$ cat src/rtl/isdu_ctrl.sv
// isdu_ctrl: Moore control sequencer for the simplified LC-3 datapath.
// Steps through fetch, decode and execute. Every control strobe, bus gate
// and mux select is decoded from the state register and the memory wait
// counter. The only exception is SR2MUX, which follows IR[5] in the
// ADD/AND states.
module isdu_ctrl #(
    // Cycles each memory read/write state is held (legal range 1..15)
    parameter int MEM_WAIT = 2
) (
    input  logic       Clk,
    input  logic       Reset,
    input  logic       Run,
    input  logic       Continue,
    input  logic [3:0] Opcode,
    input  logic       IR_5,
    input  logic       BEN,
    output logic       LD_MAR,
    output logic       LD_MDR,
    output logic       LD_IR,
    output logic       LD_BEN,
    output logic       LD_CC,
    output logic       LD_REG,
    output logic       LD_PC,
    output logic       GatePC,
    output logic       GateMDR,
    output logic       GateALU,
    output logic       GateMARMUX,
    output logic [1:0] PCMUX,
    output logic       DRMUX,
    output logic       SR1MUX,
    output logic       SR2MUX,
    output logic       ADDR1MUX,
    output logic [1:0] ADDR2MUX,
    output logic [1:0] ALUK,
    output logic       Mem_OE,
    output logic       Mem_WE,
    output logic       Halted
);

    typedef enum logic [4:0] {
        S_HALTED   = 5'd0,
        S_FETCH1   = 5'd1,
        S_FETCH2   = 5'd2,
        S_FETCH3   = 5'd3,
        S_DECODE   = 5'd4,
        S_ADD      = 5'd5,
        S_AND      = 5'd6,
        S_NOT      = 5'd7,
        S_BR       = 5'd8,
        S_BR_TAKEN = 5'd9,
        S_JMP      = 5'd10,
        S_LDR1     = 5'd11,
        S_LDR2     = 5'd12,
        S_LDR3     = 5'd13,
        S_STR1     = 5'd14,
        S_STR2     = 5'd15,
        S_STR3     = 5'd16,
        S_PAUSE1   = 5'd17,
        S_PAUSE2   = 5'd18
    } state_t;

    localparam logic [3:0] OP_BR   = 4'b0000;
    localparam logic [3:0] OP_ADD  = 4'b0001;
    localparam logic [3:0] OP_AND  = 4'b0101;
    localparam logic [3:0] OP_LDR  = 4'b0110;
    localparam logic [3:0] OP_STR  = 4'b0111;
    localparam logic [3:0] OP_NOT  = 4'b1001;
    localparam logic [3:0] OP_JMP  = 4'b1100;
    localparam logic [3:0] OP_PAUS = 4'b1101;

    // Final count of a memory state: the state is left when the counter reaches it
    localparam logic [3:0] LAST_CNT = 4'(MEM_WAIT - 1);

    state_t     state_q, state_d;
    logic [3:0] waitCnt_q, waitCnt_d;
    logic       inMem;
    logic       memLast;

    assign inMem   = (state_q == S_FETCH2) || (state_q == S_LDR2) || (state_q == S_STR3);
    assign memLast = (waitCnt_q == LAST_CNT);

    // State and wait-counter registers; reset drops straight to HALTED
    always_ff @(posedge Clk) begin
        if (Reset) begin
            state_q   <= S_HALTED;
            waitCnt_q <= 4'd0;
        end else begin
            state_q   <= state_d;
            waitCnt_q <= waitCnt_d;
        end
    end

    // Wait counter counts up inside a memory state and is zero everywhere else,
    // so it is already cleared on entry to the next memory state
    always_comb begin
        waitCnt_d = 4'd0;
        if (inMem && !memLast) begin
            waitCnt_d = waitCnt_q + 4'd1;
        end
    end

    // Next-state sequencing through fetch, decode and the execute routines
    always_comb begin
        state_d = S_HALTED;
        case (state_q)
            S_HALTED:   state_d = Run ? S_FETCH1 : S_HALTED;
            S_FETCH1:   state_d = S_FETCH2;
            S_FETCH2:   state_d = memLast ? S_FETCH3 : S_FETCH2;
            S_FETCH3:   state_d = S_DECODE;
            S_DECODE: begin
                case (Opcode)
                    OP_ADD:  state_d = S_ADD;
                    OP_AND:  state_d = S_AND;
                    OP_NOT:  state_d = S_NOT;
                    OP_BR:   state_d = S_BR;
                    OP_JMP:  state_d = S_JMP;
                    OP_LDR:  state_d = S_LDR1;
                    OP_STR:  state_d = S_STR1;
                    OP_PAUS: state_d = S_PAUSE1;
                    default: state_d = S_FETCH1;
                endcase
            end
            S_ADD:      state_d = S_FETCH1;
            S_AND:      state_d = S_FETCH1;
            S_NOT:      state_d = S_FETCH1;
            S_BR:       state_d = BEN ? S_BR_TAKEN : S_FETCH1;
            S_BR_TAKEN: state_d = S_FETCH1;
            S_JMP:      state_d = S_FETCH1;
            S_LDR1:     state_d = S_LDR2;
            S_LDR2:     state_d = memLast ? S_LDR3 : S_LDR2;
            S_LDR3:     state_d = S_FETCH1;
            S_STR1:     state_d = S_STR2;
            S_STR2:     state_d = S_STR3;
            S_STR3:     state_d = memLast ? S_FETCH1 : S_STR3;
            S_PAUSE1:   state_d = Continue ? S_PAUSE2 : S_PAUSE1;
            S_PAUSE2:   state_d = Continue ? S_PAUSE2 : S_FETCH1;
            default:    state_d = S_HALTED;
        endcase
    end

    // Control word for the current state; anything not named stays low
    always_comb begin
        LD_MAR     = 1'b0;
        LD_MDR     = 1'b0;
        LD_IR      = 1'b0;
        LD_BEN     = 1'b0;
        LD_CC      = 1'b0;
        LD_REG     = 1'b0;
        LD_PC      = 1'b0;
        GatePC     = 1'b0;
        GateMDR    = 1'b0;
        GateALU    = 1'b0;
        GateMARMUX = 1'b0;
        PCMUX      = 2'b00;
        DRMUX      = 1'b0;
        SR1MUX     = 1'b0;
        SR2MUX     = 1'b0;
        ADDR1MUX   = 1'b0;
        ADDR2MUX   = 2'b00;
        ALUK       = 2'b00;
        Mem_OE     = 1'b0;
        Mem_WE     = 1'b0;
        Halted     = 1'b0;
        case (state_q)
            S_HALTED: Halted = 1'b1;
            S_FETCH1: begin
                GatePC = 1'b1;
                LD_MAR = 1'b1;
                LD_PC  = 1'b1;
                PCMUX  = 2'b00;
            end
            S_FETCH2, S_LDR2: begin
                Mem_OE = 1'b1;
                LD_MDR = memLast;
            end
            S_FETCH3: begin
                GateMDR = 1'b1;
                LD_IR   = 1'b1;
            end
            S_DECODE: LD_BEN = 1'b1;
            S_ADD, S_AND, S_NOT: begin
                GateALU = 1'b1;
                LD_REG  = 1'b1;
                LD_CC   = 1'b1;
                SR1MUX  = 1'b1;
                if (state_q == S_AND) begin
                    ALUK = 2'b01;
                end else if (state_q == S_NOT) begin
                    ALUK = 2'b10;
                end
                SR2MUX = (state_q != S_NOT) ? IR_5 : 1'b0;
            end
            S_BR_TAKEN: begin
                LD_PC    = 1'b1;
                PCMUX    = 2'b10;
                ADDR1MUX = 1'b0;
                ADDR2MUX = 2'b10;
            end
            S_JMP: begin
                LD_PC    = 1'b1;
                PCMUX    = 2'b10;
                ADDR1MUX = 1'b1;
                ADDR2MUX = 2'b00;
            end
            S_LDR1, S_STR1: begin
                GateMARMUX = 1'b1;
                LD_MAR     = 1'b1;
                ADDR1MUX   = 1'b1;
                ADDR2MUX   = 2'b01;
            end
            S_LDR3: begin
                GateMDR = 1'b1;
                LD_REG  = 1'b1;
                LD_CC   = 1'b1;
            end
            S_STR2: begin
                GateALU = 1'b1;
                ALUK    = 2'b11;
                LD_MDR  = 1'b1;
                SR1MUX  = 1'b0;
            end
            S_STR3: Mem_WE = 1'b1;
            default: ;
        endcase
    end

endmodule
$ cat config.mk
export PLATFORM = sky130hd
export DESIGN_NAME = isdu_ctrl
export DESIGN_NICKNAME = d
export VERILOG_FILES = /design/src/rtl/isdu_ctrl.sv
export SDC_FILE = /design/constraint.sdc
export NUM_CORES = 1
export LEC_CHECK = 0
export BUFFER_PORTS_ARGS = -buffer_cell sky130_fd_sc_hd__buf_4
export CORE_ASPECT_RATIO = 1.5
export CORE_MARGIN = 2
export CORE_UTILIZATION = 39
export CTS_BUF_LIST = sky130_fd_sc_hd__clkbuf_16
export CTS_CLUSTER_DIAMETER = 80
export DETAILED_ROUTE_END_ITERATION = 7
export HOLD_SLACK_MARGIN = 0.1
export PLACE_DENSITY = 0.66
export SLEW_MARGIN = 20
export SYNTH_ARGS = -nofsm -noshare
export SYNTH_HDL_FRONTEND = slang
export SYNTH_SLANG_ARGS = --single-unit
$ cat constraint.sdc
create_clock -name Clk -period 2.1 [get_ports Clk]
set_clock_uncertainty 0.05 [all_clocks]
set_input_delay 0.21 -clock Clk [delete_from_list [all_inputs] [get_ports Clk]]
set_output_delay 0.21 -clock Clk [all_outputs]
set_load 0.03 [all_outputs]
==> results of run 1 <==
-- cell type report --
cell class,count,area [sq um]
Timing Repair Buffer,38,285
Tap cell,23,28.8
Clock buffer,3,75.1
Fill cell,227,970
Sequential cell,9,181
Multi-Input combinational cell,108,678
Clock inverter,1,3.75
Inverter,3,11.3
-- synthesized netlist by cell type (all sizes together) (3+ instances only) --
cell type and instances:
clkbuf 3, dfxtp 9, inv 3, buf 8, or3b 3, xnor2 3, nor3b 6, o21ai 7
nor3 8, a21oi 10, nand2 8, nor2b 5, o211ai 3, nand3 3, nand2b 6, nor2 17
-- per-stage QoR --
stage,setup WS [ps],instances
finish,132,185
global route,53.3,185
CTS,10.9,185
detailed placement,262,181
global placement,310,181
floorplan,106,131
-- worst register-to-register path, stage by stage (launching register included) --
cell,delay [ps]
dfxtp_1,390
buf_4,200
or3b_2,500
a21oi_1,180
o21ai_0,190
nor2_1,140
-- flip-flops by register name, indices dropped and copies added, names as in the netlist --
| signal | count |
|---|---|
| waitCnt_q | 4 |
| state_q | 5 |
-- worst paths after layout --
path,slack (ps),endpoint,depth (start not counted)
worst max-delay path,130,LD_MDR,5
worst min-delay path,240,state_q[4],3
worst max register to register,390,waitCnt_q[1],5
worst min register to register,380,waitCnt_q[0],1
-- power by group --
part	switching, mW	leakage, nW	internal (mW)
clock network	0.0751	0.0423	0.248
logic	0.0964	0.431	0.0731
registers	0.0104	0.0734	0.177
total	0.182	0.547	0.498
-- routing by layer --
layer | global-route usage | vias to the layer above | wire length, um
met4 | 0.0871 | 0 | 44
li1 | - | 520 | -
met1 | 0.211 | 467 | 975
met2 | 0.330 | 28 | 1270
met3 | 0.0143 | 4 | 88
met5 | 0 | - | 0
-- logic make-up (layout without fill, tap and decap cells) --
| group | after synthesis | in the layout | synth area share |
|---|---|---|---|
| other | 1 | 2 | 0.00411 |
| AO/OA/AOI/OAI | 36 | 36 | 0.260 |
| flip-flops | 9 | 9 | 0.197 |
| XOR/XNOR | 5 | 5 | 0.0480 |
| buffers and inverters | 14 | 45 | 0.0781 |
| AND/OR/NAND/NOR | 63 | 63 | 0.385 |
| adder cells (fa/ha/maj) | 2 | 2 | 0.0274 |
==> impl_metrics.toml, run 1 <==
[setup_path]
critPathTopFamily = "compound AO/OA/AOI/OAI gates"
crit_chain = "nand2_1, o22a_1, o32a_1, nor2_1, buf_4"
max_stage_delay_ps = 490
worstPathRequired_ps = 1840
cp_max_fo = 9
timing.rr.start = "state_q[2]"
crit_type = "reg2out"
cp-startpoint = "state_q[2]"
crit_path_top_delay_cell = "dfxtp_1"
start_kind = "register"
crit_arrival_ps = 1710
setup.worst_path.end_class = "output port"
path_buf_inv = 1

[place]
place_area_sq_um = 1180
gp_congestion = 0.765
numPortBuffers = 31
dp_hpwl_um = 1920

[layout]
num-nets-final = 175
drive_above_1_share = 0.302
post-route-util = 0.566
layout_common_cells = "buf_4, nor2_1, a21oi_1, nand2_1, dfxtp_1"
antenna_cells = 0
final_cell_area_sq_um = 1260
area_delta_synth_final_pct = 38.4
layout_commonest_cell = "buf_4"

[synthesis]
synth_edf_count = 0
synth.avg_cell_area_sq_um = 7.03
synth.largest_area_cell = "dfxtp_1"
async_reset_ff_frac = 0
synth-main-ff-cell = "dfxtp_1"
synth_seq_cells = 9
synthCells = 130
synthTopCellsByArea = "dfxtp_1, nor2_1, a21oi_1"
ys_warn_count = 0
synth_area_sq_um = 913
synth_seq_area_share = 0.197
synth_top_cell_area_share = 0.197
ys_types = 41

[global_route]
grt_max_degree = 17
grt_overflow_total = 0
grt_pass1_vias = 1000
grt_pass1_wl_um = 4050
grt_usage = 0.184
antenna_found_initial = 0

[detailed_routing]
drt-total-wl_um = 2380
avgRoutedWirePerCell_um = 12.8
firstDrtPassIters = 4
drt_iter0_markers = 37
route.vias.total = 1019
via_per_inst = 5.51
antenna_left = 0
drc = 0

[clock_network]
cts_buffer_depth = 2
cts_setup_buffers = 0
postCtsHoldBufs = 0
clkSinkCount = 9
cts_tree = "built"
ctsResizeCount = 0
clk_latency_ps = 230
h-tree-depth = 1
path_clk_slew_ps = 40
cts_root_buf = "clkbuf_16"
cts_made_buffers = 3

[timing]
fin_crit_ps = 1970
fmax_mhz = 508
rsz0062_at_grt = "false"
worstMarginPinSlew_ps = 523
relSlewSlack = 0.651
slew_violations = 0
post-route-period-util = 0.937
setup_viol = 0
timing.setup.tns_ps = 0
hold_ws_ps = 240
hold_viol_final = 0

[floorplan]
core_region_area_sq_um = 2230
chipHeight_um = 63.3
dieArea_sq_um = 2750
start_util = 0.409
ios = 34
die-width_um = 43.5
row_count = 21

[status]
outcome = "completed"

[pwr]
p_per_area_nw_per_um2 = 538
total_power_mw = 0.680
peakVddDrop_mv = 0.546
p_leak_nw = 0.547

[flow_run]
drv_cap = 0

[worst_hold_path]
min_from = "Opcode[0]"
hp-class = "in2reg"
No activity file was read; power rests on OpenSTA's default activity.
==> run 2, diff against run 1 <==
Settings changed: BUFFER_PORTS_ARGS -buffer_cell sky130_fd_sc_hd__buf_4 to -buffer_cell sky130_fd_sc_hd__buf_2.
==> run 2 against run 1 <==
Against the previous run: cell area decreased by 7.1%; combinational power shrank 11%; global-route usage is 0.60 points lower; critical path depth decreased by 1; via count down 1.3%; register-to-register slack barely moved; setup slack improved by 14 ps; critical path type unchanged.
==> impl_metrics.toml, run 2 (same netlist as run 1, synthesis figures left out) <==
[setup_path]
reg2reg_slack_ps = 390
crit_type = "reg2out"
crit_path_top_delay_cell = "dfxtp_1"
setup.worst_path.end_class = "output port"
start_kind = "register"
worstPathRequired_ps = 1840
crit_arrival_ps = 1690
cp_max_fo = 16
crit_chain = "nand2b_1, and2_1, o22ai_1, buf_2"
max_stage_delay_ps = 670

[layout]
multi_input_area_sq_um = 678
final_cell_area_sq_um = 1170
top_regs = "state_q (5), waitCnt_q (4)"
n_fill_cell = 227
area_delta_synth_final_pct = 28.5
post-route-util = 0.525
layout_common_cells = "buf_2, nor2_1, a21oi_1, nand2_1, dfxtp_1"
largest_reg_flops = 5
layout_commonest_cell = "buf_2"
drive_above_1_share = 0.294
seq_area_sq_um = 181
num-nets-final = 173
regMostFlops = "state_q"
antenna_cells = 0

[timing]
hold_viol_final = 0
setup_viol = 0
fin_crit_ps = 1950
timing.setup.tns_ps = 0
worstMarginPinSlew_ps = 570
post-route-period-util = 0.930
fmax_mhz = 512
rsz0062_at_grt = "false"
relSlewSlack = 0.619
slew_violations = 0

[detailed_routing]
firstDrtPassIters = 4
avgRoutedWirePerCell_um = 12.8
via_per_inst = 5.50
antenna_left = 0
drt-total-wl_um = 2340
drt_iter0_markers = 30
route.vias.total = 1006
drc = 0

[status]
outcome = "completed"

[global_route]
grt_overflow_total = 0
grt_max_degree = 17
antenna_found_initial = 0
grt_usage = 0.178
grt_pass1_wl_um = 3950
grt_pass1_vias = 931

[flow_run]
drv_cap = 0

[floorplan]
dieArea_sq_um = 2750
core_region_area_sq_um = 2230
start_util = 0.409
chipHeight_um = 63.3
die-width_um = 43.5
row_count = 21
ios = 34

[clock_network]
path_clk_slew_ps = 40
cts_root_buf = "clkbuf_16"
cts_made_buffers = 3
cts_setup_buffers = 0
clkSinkCount = 9
h-tree-depth = 1
clk_latency_ps = 230
cts_tree = "built"
cts_buffer_depth = 2

[place]
place_area_sq_um = 1090
numPortBuffers = 31
dp_hpwl_um = 1900
gp_congestion = 0.804

[pwr]
p_per_area_nw_per_um2 = 562
p_leak_nw = 0.530
total_power_mw = 0.660
peakVddDrop_mv = 0.801

[worst_hold_path]
hp-class = "in2reg"
## run 2: changes by cell type in the layout (fill, tap and decap cells not counted)
cell and change:
buf_2 +30, buf_4 -32
## run 2: what timing repair did
| action | CTS | global route |
|---|---|---|
| endpoints found under the setup margin | 1 | 1 |
| resized for setup | 1 | 2 |
| hold buffers | 0 | 0 |
## run 2: per-stage QoR
| step | cells | hold slack, ps | setup slack (ps) |
|---|---|---|---|
| 2_1_floorplan | 131 | 310 | 106 |
| 3_3_place_gp | 179 | 397 | 285 |
| 3_5_place_dp | 179 | 421 | 235 |
| 4_1_cts | 183 | 247 | 10.0 |
| 5_1_grt | 183 | 259 | 23.2 |
| 6_report | 183 | 249 | 146 |
## run 2: metal layers
layer	track usage	share of wire	wire, um	up-vias
met1	0.210	0.41	952	454
li1	-	-	-	515
met5	0	0	0	-
met4	0.0644	0.032	74	0
met2	0.326	0.53	1230	29
met3	0.00860	0.036	83	8
## run 2: report_power, final
group	internal [mW]	total, mW	switching, mW
Sequential	0.177	0.189	0.0116
Combinational	0.0567	0.151	0.0945
Clock	0.248	0.320	0.0726
## run 2: cell type report
cell class | instances | share of cell area
repair buffers | 36 | 0.166
multi-input cells | 108 | 0.578
flip-flops and latches | 9 | 0.155
well taps | 23 | 0.0245
inverters | 3 | 0.00959
clock inverters | 1 | 0.00320
clock buffers | 3 | 0.0640
## run 2: worst paths after layout
| check | end | cells past startpoint | startpoint |
|---|---|---|---|
| max | LD_PC | 4 | state_q[0] |
| min | state_q[4] | 3 | Opcode[0] |
| max reg2reg | waitCnt_q[0] | 5 | state_q[2] |
| min reg2reg | waitCnt_q[0] | 1 | waitCnt_q[0] |
## run 2: critical path: cells and delay by family, from the launching register on
kind,cells,cell delay [ps]
AO/OA/AOI/OAI,1,120
flip-flops,1,670
buffers and inverters,1,220
AND/OR/NAND/NOR,2,460
